File: config.mk
export PLATFORM = sky130hd
export DESIGN_NAME = uart_pin_host
export DESIGN_NICKNAME = d
export VERILOG_FILES = /design/src/rtl/uart_pin_host.sv
export SDC_FILE = /design/constraint.sdc
export NUM_CORES = 1
export LEC_CHECK = 0
export BUFFER_PORTS_ARGS = -buffer_cell sky130_fd_sc_hd__buf_2
export CORE_MARGIN = 2
export CORE_UTILIZATION = 50
export DETAILED_ROUTE_END_ITERATION = 10
export PLACE_DENSITY = 0.76
export SYNTH_ARGS = -nofsm -noshare
export SYNTH_HDL_FRONTEND = slang
export SYNTH_SLANG_ARGS = --single-unit
File: constraint.sdc
create_clock -name clk -period 3.4 [get_ports clk]
set_clock_uncertainty 0.05 [all_clocks]
set_input_delay 0.68 -clock clk [delete_from_list [all_inputs] [get_ports clk]]
set_output_delay 0.68 -clock clk [all_outputs]
set_load 0.1 [all_outputs]
File: src/rtl/uart_pin_host.sv
// -----------------------------------------------------------------------------
// uart_pin_host
//
// Host-side initiator for the UART wrapper pin interface. It turns a
// valid/ready command stream into cycle-exact pin sequences on
// control_o = {ren_wen[1:0], rate_sel[2:0]} and the 8-bit data pad. Read bytes
// come back on a valid/ready response channel.
//
// Commands (cmd_op):
//   00 set-rate : rate_sel <= cmd_data[2:0] (code 000 is rejected with err)
//   01 write    : one DRIVE cycle, ren_wen=01, pad driven with cmd_data
//                 (byte 0x00 is rejected with err; the wrapper ignores it)
//   10 read     : one DRIVE cycle, ren_wen=10, pad released, then
//                 RD_SAMPLE_DELAY wait cycles; data_i captured on the last one
//   11 clear    : one DRIVE cycle, ren_wen=11, pad driven with 0xFF
// Every pin operation is followed by GAP_CYCLES idle cycles with the bus
// released. Reads then hold rsp_valid/rsp_data until rsp_ready.
//
// Ports:
//   clk, nReset           clock, asynchronous active-low reset
//   cmd_valid/ready/op/data  command channel (cmd_ready high only in IDLE)
//   rsp_valid/ready/data  read response channel
//   err                   one-cycle pulse on a rejected command
//   busy                  high whenever the FSM is not in IDLE
//   control_o             {ren_wen, rate_sel} to the wrapper
//   data_o, data_oe       pad output value and output enable
//   data_i                pad input value
//
// Optional feature macro: UART_HOST_RXPOLL_EN
//   When defined, the block issues an autonomous read after POLL_INTERVAL
//   idle cycles with no cmd_valid. Nonzero bytes are returned as responses,
//   zero bytes are silently dropped.
//
// All outputs are registered.
// -----------------------------------------------------------------------------
module uart_pin_host #(
  parameter logic [2:0] RATE_DEFAULT    = 3'b001,
  parameter int         GAP_CYCLES      = 2,
  parameter int         RD_SAMPLE_DELAY = 1,
  parameter int         POLL_INTERVAL   = 1024
) (
  input  logic       clk,
  input  logic       nReset,
  input  logic       cmd_valid,
  output logic       cmd_ready,
  input  logic [1:0] cmd_op,
  input  logic [7:0] cmd_data,
  output logic       rsp_valid,
  input  logic       rsp_ready,
  output logic [7:0] rsp_data,
  output logic       err,
  output logic       busy,
  output logic [4:0] control_o,
  output logic [7:0] data_o,
  output logic       data_oe,
  input  logic [7:0] data_i
);

  localparam int MAX_AB  = (GAP_CYCLES > RD_SAMPLE_DELAY) ? GAP_CYCLES : RD_SAMPLE_DELAY;
  localparam int MAX_CNT = (MAX_AB > POLL_INTERVAL) ? MAX_AB : POLL_INTERVAL;
  localparam int CNT_W   = $clog2(MAX_CNT + 1);

  localparam logic [CNT_W-1:0] GAP_LAST = CNT_W'(GAP_CYCLES - 1);
  localparam logic [CNT_W-1:0] RD_LAST  = CNT_W'(RD_SAMPLE_DELAY - 1);

  localparam logic [1:0] OP_RATE  = 2'b00;
  localparam logic [1:0] OP_WRITE = 2'b01;
  localparam logic [1:0] OP_READ  = 2'b10;
  localparam logic [1:0] OP_CLEAR = 2'b11;

  localparam logic [1:0] RW_IDLE  = 2'b00;
  localparam logic [1:0] RW_WRITE = 2'b01;
  localparam logic [1:0] RW_READ  = 2'b10;
  localparam logic [1:0] RW_CLEAR = 2'b11;

  typedef enum logic [2:0] {
    S_IDLE,
    S_DRIVE,
    S_RDWAIT,
    S_GAP,
    S_RESP
  } state_t;

  state_t           r_state;
  logic [2:0]       r_rate;
  logic [1:0]       r_renwen;
  logic [7:0]       r_data_o;
  logic             r_oe;
  logic             r_rsp_valid;
  logic [7:0]       r_rsp_data;
  logic             r_err;
  logic             r_busy;
  logic             r_cmd_ready;
  logic [CNT_W-1:0] r_cnt;
  logic             r_is_read;

  logic             w_accept;
  logic             w_drop;

  // Counters never wrap: once all ones they hold.
  function automatic logic [CNT_W-1:0] sat_inc(input logic [CNT_W-1:0] v);
    return (v == {CNT_W{1'b1}}) ? v : v + CNT_W'(1);
  endfunction

  assign w_accept = cmd_valid & r_cmd_ready;

`ifdef UART_HOST_RXPOLL_EN
  localparam logic [CNT_W-1:0] POLL_LAST = CNT_W'(POLL_INTERVAL - 1);

  logic             r_poll;
  logic [CNT_W-1:0] r_idle_cnt;

  // An autonomous read that returned an empty FIFO (0x00) produces no response.
  assign w_drop = r_poll & (r_rsp_data == 8'h00);
`else
  assign w_drop = 1'b0;
`endif

  always_ff @(posedge clk or negedge nReset) begin
    if (!nReset) begin
      r_state     <= S_IDLE;
      r_rate      <= RATE_DEFAULT;
      r_renwen    <= RW_IDLE;
      r_data_o    <= 8'h00;
      r_oe        <= 1'b0;
      r_rsp_valid <= 1'b0;
      r_rsp_data  <= 8'h00;
      r_err       <= 1'b0;
      r_busy      <= 1'b0;
      r_cmd_ready <= 1'b1;
      r_cnt       <= '0;
      r_is_read   <= 1'b0;
`ifdef UART_HOST_RXPOLL_EN
      r_poll      <= 1'b0;
      r_idle_cnt  <= '0;
`endif
    end else begin
      r_err <= 1'b0;
      case (r_state)
        S_IDLE: begin
          r_cnt <= '0;
          if (w_accept) begin
`ifdef UART_HOST_RXPOLL_EN
            r_idle_cnt <= '0;
            r_poll     <= 1'b0;
`endif
            case (cmd_op)
              OP_RATE: begin
                // Rate 000 would stop the wrapper's baud generator.
                if (cmd_data[2:0] == 3'b000) begin
                  r_err <= 1'b1;
                end else begin
                  r_rate <= cmd_data[2:0];
                end
              end
              OP_WRITE: begin
                if (cmd_data == 8'h00) begin
                  r_err <= 1'b1;
                end else begin
                  r_state     <= S_DRIVE;
                  r_cmd_ready <= 1'b0;
                  r_busy      <= 1'b1;
                  r_renwen    <= RW_WRITE;
                  r_data_o    <= cmd_data;
                  r_oe        <= 1'b1;
                  r_is_read   <= 1'b0;
                end
              end
              OP_READ: begin
                // Pad released; the wrapper pulls the bus low during the strobe.
                r_state     <= S_DRIVE;
                r_cmd_ready <= 1'b0;
                r_busy      <= 1'b1;
                r_renwen    <= RW_READ;
                r_data_o    <= 8'h00;
                r_oe        <= 1'b0;
                r_is_read   <= 1'b1;
              end
              OP_CLEAR: begin
                r_state     <= S_DRIVE;
                r_cmd_ready <= 1'b0;
                r_busy      <= 1'b1;
                r_renwen    <= RW_CLEAR;
                r_data_o    <= 8'hFF;
                r_oe        <= 1'b1;
                r_is_read   <= 1'b0;
              end
              default: ;
            endcase
          end
`ifdef UART_HOST_RXPOLL_EN
          // A real command on the launch cycle takes priority (branch above).
          else if (r_idle_cnt >= POLL_LAST) begin
            r_idle_cnt  <= '0;
            r_poll      <= 1'b1;
            r_state     <= S_DRIVE;
            r_cmd_ready <= 1'b0;
            r_busy      <= 1'b1;
            r_renwen    <= RW_READ;
            r_data_o    <= 8'h00;
            r_oe        <= 1'b0;
            r_is_read   <= 1'b1;
          end else begin
            r_idle_cnt <= sat_inc(r_idle_cnt);
          end
`endif
        end

        // The wrapper acts once per cycle while ren_wen is held, so the
        // strobe is always exactly one cycle.
        S_DRIVE: begin
          r_renwen <= RW_IDLE;
          r_data_o <= 8'h00;
          r_oe     <= 1'b0;
          r_cnt    <= '0;
          r_state  <= r_is_read ? S_RDWAIT : S_GAP;
        end

        S_RDWAIT: begin
          if (r_cnt == RD_LAST) begin
            r_rsp_data <= data_i;
            r_cnt      <= '0;
            r_state    <= S_GAP;
          end else begin
            r_cnt <= sat_inc(r_cnt);
          end
        end

        S_GAP: begin
          if (r_cnt == GAP_LAST) begin
            r_cnt <= '0;
            if (r_is_read && !w_drop) begin
              r_state     <= S_RESP;
              r_rsp_valid <= 1'b1;
            end else begin
              r_state     <= S_IDLE;
              r_cmd_ready <= 1'b1;
              r_busy      <= 1'b0;
            end
          end else begin
            r_cnt <= sat_inc(r_cnt);
          end
        end

        S_RESP: begin
          if (rsp_ready) begin
            r_rsp_valid <= 1'b0;
            r_state     <= S_IDLE;
            r_cmd_ready <= 1'b1;
            r_busy      <= 1'b0;
          end
        end

        default: begin
          r_state     <= S_IDLE;
          r_renwen    <= RW_IDLE;
          r_oe        <= 1'b0;
          r_rsp_valid <= 1'b0;
          r_cmd_ready <= 1'b1;
          r_busy      <= 1'b0;
        end
      endcase
    end
  end

  assign cmd_ready = r_cmd_ready;
  assign rsp_valid = r_rsp_valid;
  assign rsp_data  = r_rsp_data;
  assign err       = r_err;
  assign busy      = r_busy;
  assign control_o = {r_renwen, r_rate};
  assign data_o    = r_data_o;
  assign data_oe   = r_oe;

endmodule

-- After elaboration in Yosys (flattened, before gate mapping)
Index checks and enable logic that the tools add are counted.
- register bits: 41
- output and inout port bits: 26
- word-level logic and storage cells: 105
- input port bits: 22
- bitwise gates (word level): 5
- reduce and logical (&&, ||, !) cells: 21
- add/sub/neg operators: 1
- mux-type cells: 47
- equality and inequality tests: 19
- operators with widths (cell ; number):
    11-bit 2-to-1 mux ; 3
    11-bit case mux with 3 select lines ; 1
    8-bit case mux with 3 select lines ; 1
    4-bit AND reduction ; 5
    1-bit 2-to-1 mux ; 18
    3-bit 2-to-1 mux ; 6
    8-bit 2-to-1 mux ; 2
    8-bit case mux with 2 select lines ; 1
    3-bit case mux with 5 select lines ; 1
    2-bit inequality test (second input constant) ; 7
    11-bit by 1-bit adder with 11-bit output (second input constant) ; 1
    11-bit by 1-bit equality test with 1-bit output (second input constant) ; 1
    11-bit equality test (second input constant) ; 1
    11-bit logical NOT ; 1
    1-bit case mux with 3 select lines ; 3
    8-bit logical NOT ; 1
    1-bit case mux with 2 select lines ; 4
    1-bit case mux with 4 select lines ; 2
    7-bit AND reduction ; 1
    3-bit by 2-bit equality test with 1-bit output (second input constant) ; 2
    3-bit logical NOT ; 2
    2-bit case mux with 3 select lines ; 1
    3-bit case mux with 2 select lines ; 1
    6-bit AND reduction ; 1
    other kinds (17) ; 26

-- Longest topological paths before layout
Gate-level depths: netlist of the first run.
- depth after elaboration: 5
- mapped depth: 7
- depth with buffers taken out: 6

-- Worst setup path before layout of the first run
No wires, ideal clock.
- path type: reg-to-output
- start point: register r_renwen[0]
- end point: output control_o[3]
- data arrival time: 1.340 ns
- slack: 1.330 ns
- cell stages (with the launch flop): 2
- buffers on the path: 1
- data required time: 2.670 ns
- path through: dfrtp_1 buf_4
- RTL lines (item ; line ; text):
    start, declared ; 86 ; logic [1:0] r_renwen;
    start signal, assigned ; 123 ; r_renwen <= RW_IDLE;
    start signal, assigned ; 163 ; r_renwen <= RW_WRITE;
    start signal, assigned ; 174 ; r_renwen <= RW_READ;
    end, declared ; 53 ; output logic [4:0] control_o,
No word-level cell between the ends.

-- Worst setup path in the final report of the first run
- start point: register r_cnt[0]
- end point: register r_cnt[10]
- word-level cells in the longest chain between the ends: 4
- elaborated cells on any way between the ends: 8
- those cells by class: add/sub: 1; eq/ne: 2; mux: 4; reduce/logical: 1
- RTL lines (item ; line ; text):
    start, declared ; 94 ; logic [CNT_W-1:0] r_cnt;
    start signal, assigned ; 225 ; r_cnt <= sat_inc(r_cnt);
    start signal, assigned ; 241 ; r_cnt <= sat_inc(r_cnt);
    11-bit by 1-bit adder with 11-bit output / 11-bit equality test (equally long branches) ; 102 ; return (v == {CNT_W{1'b1}}) ? v : v + CNT_W'(1);
    11-bit 2-to-1 mux ; 102 ;
    11-bit 2-to-1 mux (on tied branches) ; 230, 220 ;
    11-bit case mux with 3 select lines * ; 139 ; case (r_state)
Mark *: on every way between the ends. The rest lies on a longest branch, timed or not.
A chain may end at the register's enable or synchronous reset.

==> metrics.md, run 1 <==
| Metric | Value |
|---|---|
| Run status | finished, final reports clean |
| Syn_area_per_cell | 11.1 sq um |
| Worst r2r src | r_cnt[0]$_DFFE_PN0P_ |
| Area share of the largest cell type after synthesis | 0.436 |
| Crit end category | register |
| Post-synth cell types | 51 |
| Root Driver | clkbuf_8 |
| Tightest Hold Check Type | primary input to asynchronous set/reset pin |
| CTS sink count | 40 |
| First-pass GRT wire length | 7.86 mm |
| Area of the multi-input gates | 1090 sq um |
| Grt ovf | 0 |
| Count of final max-slew check failures | 0 |
| Cts bufs inserted | 5 |
| Most frequent cell after synthesis | dfrtp_1 |
| Global placement routability congestion | 0.798 |
| Core area | 4260 sq um |
| Worst R2R Setup Slack | 1.21 ns |
| Dpl hpwl | 3.10 mm |
| CTS clk-pin slew, worst paths | 0.08 ns |
| Die ar. | 4900 sq um |
| Diode count | 0 |
| Fill cell count | 371 |
| Drt drc | 0 |
| Max-Cap Viols | 0 |
| WS Path Type | register to register |
| Starting Density | 0.511 |
| # IOs | 48 |
| Cts hold-fix bufs | 0 |
| Synth Register Bits | 40 |
| Worst skew pair latency | 0.29 ns |
| Placed cell areas | 2440 sq um |
| Pin count of the biggest net entering global routing | 41 |
| Fin nets | 266 |
| Crit path time final | 2.19 ns |
| Die Span X | 70.0 microns |
| FP Rows | 24 |
| Initial antenna violation count | 0 |
| Final Hold Viols | 0 |
| Final setup vio count | 0 |
| WL final | 4.45 mm |
| GRT Total Usage | 0.197 |
| Pwr dens | 424 nW/um^2 |
| R2r endpoint | r_cnt[10]$_DFFE_PN0P_ |
| CP Data Required Time | 3.51 ns |
| Via count | 1,757 |
| CTS tree | done |
| Worst path cell trace | inv_1, ha_1, mux2_2, nand4_1, a21oi_1, o32ai_1 |
| Final hold slack | 0.443 ns |
| Max VDD drop | 0.000430 V |
| Post-Syn Area | 2180 sq um |
| Antenna viol nets, final | 0 |
| Max clock buf depth | 2 |
| Synthesized Nets | 221 |
| Post-CTS Resized | 0 |
| Lkg Pwr | 1.18 nW |
| Post-synthesis sequential area ratio | 0.460 |
| Dominant synthesized flop cell | dfrtp_1 |
| Vias per inst | 5.98 |
| Layout cells sized above 1 | 0.376 |
| Die Y | 70.0 microns |
| Number of synthesized flops with an enable pin | 0 |
| Sequential Area | 1000 sq um |
| RSZ-0062 raised after global routing | no |
| DRC marker count from the first detailed-route iteration | 111 |
| Mapped Cells | 196 |
| CP Max Fanout | 13 |
| Largest cells by area after synthesis | dfrtp_1, mux2_2, o21a_1, nand3_1, dfstp_2 |
| Yosys warnings | 0 |
| Area Growth Syn to Fin | 19.2% |
| Startpoint types | register |
| Finished Cell Area | 2600 sq um |
| DR WL/cell | 15.1 microns |
| PortBufs | 47 |
| Most frequent cells after synthesis | dfrtp_1, mux2_2, nand3_1 |
| Worst path slowest cell | dfrtp_1 |
| Worst Path Arrival | 2.30 ns |
| Pre-antenna DRT Iters | 4 |
| Post-CTS Setup Bufs | 0 |
| H-tree lvl count | 2 |
| Vias in the first global route | 1,640 |
| Post-synth top area cell | dfrtp_1 |
| Worst-margin pin slew | 0.855 ns |
| Largest stage delay on the critical path | 0.45 ns |
| Setup TNS | 0 ns |
| Period utilization | 0.645 |
| Async S/R FF share, synth | 1.00 |
| Max-slew headroom | 0.430 |
| FMAX | 456 MHz |
| Worst reg2reg path depth | 6 |
-- cells in the final DEF, fill, tap and decap left out, drive strengths merged, types with 5 or more instances in the layout --
cell type	synthesis	layout
o211ai	7	7
nor3	5	5
nand2	7	7
a21oi	8	8
nor2	6	6
nand3	12	12
mux2	21	21
buf	6	48
o21ai	5	5
o21a	9	9
clkbuf	4	5
dfrtp	38	38
inv	10	10
-- metrics by stage --
stage / utilization / instances / setup WS (ns) / power (mW)
after global routing: 0.609 / 294 / 0.973 / 1.14
after CTS: 0.609 / 294 / 1.24 / 1.11
final: 0.609 / 294 / 1.21 / 1.10
after floorplan: - / 196 / 1.33 / 0.545
after global placement: 0.572 / 286 / 1.11 / 0.578
after detailed placement: 0.572 / 286 / 1.07 / 0.579
-- critical path, delay by kind of cell (launching register included) --
kind / cells / cell delay [ns]
compound gates: 2 / 0.60
fa+ha+maj: 1 / 0.22
buf+inv: 1 / 0.11
flops: 1 / 0.45
mux: 1 / 0.17
simple gates: 1 / 0.45
-- worst max path at each step --
stage / from / slack (ns) / depth (start not counted) / end
4_1_cts: r_cnt[0]$_DFFE_PN0P_ / 1.24 / 6 / r_cnt[10]$_DFFE_PN0P_
3_3_place_gp: cmd_op[1] / 1.11 / 5 / data_o[7]$_DFFE_PN0P_
6_report: r_cnt[0]$_DFFE_PN0P_ / 1.21 / 6 / r_cnt[10]$_DFFE_PN0P_
2_1_floorplan: r_renwen[0]$_DFFE_PN0P_ / 1.33 / 1 / control_o[3]
5_1_grt: r_cnt[7]$_DFFE_PN0P_ / 0.97 / 4 / r_cnt[10]$_DFFE_PN0P_
3_5_place_dp: cmd_op[1] / 1.07 / 5 / data_o[3]$_DFFE_PN0P_
-- routing by layer --
layer	GRT usage	share of wire	routed length, microns
met1	0.275	0.45	1990
met2	0.292	0.48	2140
met3	0.0375	0.055	243
met4	0.105	0.020	88
met5	0	0	0
-- power breakdown --
part,leakage (nW),switching (mW),internal (mW)
Combinational,0.583,0.0640,0.0223
Sequential,0.518,0.00220,0.480
Clock,0.0784,0.167,0.367
Total,1.18,0.234,0.870
-- flip-flops by register name (all words and copies together) (netlist names) --
signal,flops
busy,1
cmd_ready,1
data_o,8
err,1
r_cnt,11
r_is_read,1
r_rate,3
r_renwen,2
r_state,3
rsp_data,8
rsp_valid,1
-- final cells by class --
class / count / share of cell area
repair buffers: 48 / 0.0934
flip-flops and latches: 40 / 0.386
multi-input cells: 136 / 0.420
well taps: 52 / 0.0250
inverters: 10 / 0.0144
clock buffers: 5 / 0.0265
clock inverters: 3 / 0.0347
-- kinds of logic after synthesis --
logic type,Yosys count,synth area share
AOI/OAI and AO/OA,57,0.202
xor gates and xnor gates,1,0.00402
adders and majority gates,3,0.0172
buffers and inverters,20,0.0390
DFF,40,0.460
muxes,22,0.113
and+or+nand+nor,53,0.165
No activity file was read; power rests on OpenSTA's default activity.
==> run 2, diff against run 1 <==
==> constraint.sdc (replaced) <==
create_clock -name clk -period 2.15 [get_ports clk]
set_clock_uncertainty 0.05 [all_clocks]
set_input_delay 0.43 -clock clk [delete_from_list [all_inputs] [get_ports clk]]
set_output_delay 0.43 -clock clk [all_outputs]
set_load 0.1 [all_outputs]
==> run 2 against run 1 <==
First-iteration DRC count grew 20%. Hold slack lost 0.31 ns. Via count grew 2.6%. Sequential cell count is the same. Clock-buffer cell count grew 1. Clock power grew 12%. Total power grew 36%. Non-clock buffer count grew 10. Largest power group is now registers.
==> metrics.md, run 2 (synthesis gave the netlist of run 1 again) <==
| Metric | Value |
|---|---|
| Run status | finished, final reports clean |
| Int Power | 1.14 mW (+31%) |
| Initial antenna violation count | 0 (unchanged) |
| DRC marker count from the first detailed-route iteration | 133 (+20%) |
| Max-Cap Viols | 0 (unchanged) |
| Post-CTS Setup Bufs | 0 (unchanged) |
| Count of final max-slew check failures | 0 (unchanged) |
| # IOs | 48 (unchanged) |
| Max reg flops | 11 (unchanged) |
| Switch Pwr | 0.358 mW (+53%) |
| RSZ-0062 raised after global routing | no |
| Die Y | 70.0 microns (unchanged) |
| Vias per inst | 5.93 (-0.81%) |
| Via count | 1,802 (+2.6%) |
| DR WL/cell | 14.9 microns (-1.4%) |
| Drt drc | 0 (unchanged) |
| Fin nets | 276 (+3.8%) |
| WS Path Type | register to register |
| Finished Cell Area | 2620 sq um (+0.92%) |
| H-tree lvl count | 2 (unchanged) |
| Pre-antenna DRT Iters | 4 (unchanged) |
| Core area | 4260 sq um (unchanged) |
| Switching Fraction | 0.239 (+0.0269) |
| Worst r2r src | r_cnt[0]$_DFFE_PN0P_ |
| CP Data Required Time | 2.30 ns (-1.21 ns) |
| Startpoint types | register |
| Diode count | 0 (unchanged) |
| Most common cell after layout, fill and taps aside | buf_2 |
| Final setup vio count | 0 (unchanged) |
| Crit path time final | 1.89 ns (-0.307 ns) |
| Final WS setup | 0.265 ns (-0.943 ns) |
| CTS tree | done |
| FMAX | 530 MHz (+16%) |
| Setup TNS | 0 ns (unchanged) |
| GRT Total Usage | 0.199 (+0.00165) |
| Die Span X | 70.0 microns (unchanged) |
| Worst skew pair latency | 0.29 ns (about the same) |
| Final Hold Viols | 0 (unchanged) |
| Grt ovf | 0 (unchanged) |
| FP Rows | 24 (unchanged) |
| Tightest Hold Check Type | primary input to asynchronous set/reset pin |
| Commonest cells after routing, fill and taps aside | buf_2, dfrtp_1, mux2_2 |
| Worst slack, placed | 0.169 ns (-0.903 ns) |
| Layout cells sized above 1 | 0.397 (+0.0208) |
| Worst R2R Setup Slack | 0.26 ns (-0.94 ns) |
| R2r endpoint | r_cnt[2]$_DFFE_PN0P_ |
| Worst reg2reg path depth | 7 (+1) |
| Cts bufs inserted | 5 (unchanged) |
| Die ar. | 4900 sq um (unchanged) |
| Antenna viol nets, final | 0 (unchanged) |
| Area Growth Syn to Fin | 20.3% |
| Max-slew headroom | 0.679 (+0.248) |
| Register share of total power | 0.509 (+0.072) |
| Pwr dens | 572 nW/um^2 (+35%) |
| Pin count of the biggest net entering global routing | 41 (unchanged) |
| Clock Power Share | 0.398 (-0.086) |
| Worst Path Arrival | 2.03 ns (-0.27 ns) |
| Post-CTS Resized | 0 (unchanged) |
| Crit end category | register |
| Worst-margin pin slew | 0.482 ns (-0.373 ns) |
| Largest Register | r_cnt |
| Dpl hpwl | 3.31 mm (+6.7%) |
| CTS clk-pin slew, worst paths | 0.08 ns (about the same) |
| Placed cell areas | 2510 sq um (+3.1%) |
| CP Max Fanout | 6 (-7) |
| WL final | 4.54 mm (+1.9%) |
| Root Driver | clkbuf_8 |
| Period utilization | 0.877 (+0.232) |
| First-pass GRT wire length | 7.87 mm (+0.17%) |
| Lkg Pwr | 1.21 nW (+2.4%) |
| Global placement routability congestion | 0.841 (+5.4%) |
| CTS sink count | 40 (unchanged) |
| Vias in the first global route | 1,680 (+2.4%) |
| Cts hold-fix bufs | 0 (unchanged) |
| Comb power frac | 0.094 (+0.016) |
| PortBufs | 47 (unchanged) |
| Max VDD drop | 0.000368 V (-14%) |
| Max clock buf depth | 2 (unchanged) |
| Starting Density | 0.511 (unchanged) |
[run 2: cell types whose count changed in the layout (fill, tap and decap cells not counted)]
cell | previous run | this run
clkinv_2 | 0 | 1
clkbuf_1 | 0 | 1
bufinv_16 | 3 | 1
buf_4 | 1 | 11
[run 2: how the worst max path moves through the flow]
stage	end	from	depth (start not counted)	slack [ns]
after floorplan	data_o[0]$_DFFE_PN0P_	cmd_ready$_DFFE_PN1P_	4	0.23
after global placement	data_o[4]$_DFFE_PN0P_	cmd_data[1]	5	0.20
after detailed placement	data_o[3]$_DFFE_PN0P_	cmd_data[1]	5	0.17
after CTS	r_cnt[2]$_DFFE_PN0P_	r_cnt[0]$_DFFE_PN0P_	7	0.26
after global routing	r_cnt[2]$_DFFE_PN0P_	r_cnt[0]$_DFFE_PN0P_	7	0.07
final	r_cnt[2]$_DFFE_PN0P_	r_cnt[0]$_DFFE_PN0P_	7	0.26
[run 2: metal layers]
layer | GRT usage | up-vias | part of all wire | wire length (microns)
met2 | 0.278 | 44 | 0.46 | 2100
met5 | 0 | - | 0 | 0
met4 | 0.0769 | 0 | 0.018 | 83
met3 | 0.0375 | 9 | 0.040 | 180
li1 | - | 867 | - | -
met1 | 0.305 | 882 | 0.48 | 2180
[run 2: final cells by class]
| type | count | area (sq um) |
|---|---|---|
| tap | 52 | 65.1 |
| timing repair buffer | 58 | 318 |
| inverter | 10 | 37.5 |
| multi-input combinational | 136 | 1090 |
| fill | 373 | 1640 |
| clock inverter | 2 | 35.0 |
| sequential | 40 | 1000 |
| clock buffer | 6 | 72.6 |
[run 2: power groups by stage]
stage	registers, mW	clock network [mW]	logic (mW)
6_report	0.763	0.597	0.141
5_1_grt	0.764	0.647	0.151
4_1_cts	0.763	0.610	0.143
3_5_place_dp	0.778	0	0.143
3_3_place_gp	0.777	0	0.141
2_1_floorplan	0.835	0	0.0268
[run 2: worst max-delay path, cell delays in order (launching register included)]
cell and delay [ns]:
dfrtp_1 0.45, inv_1 0.09, ha_1 0.24, mux2_2 0.27
nand4_1 0.15, buf_4 0.17, nand3b_1 0.14, o32ai_1 0.23
[run 2: metrics by stage]
stage          std cells   util  power, mW  hold slack [ns]
2_1_floorplan        196      -      0.862           0.0844
3_3_place_gp         296  0.590      0.918            0.432
3_5_place_dp         296  0.590      0.920            0.439
4_1_cts              304  0.615       1.52            0.149
5_1_grt              304  0.615       1.56            0.169
6_report             304  0.615       1.50            0.130
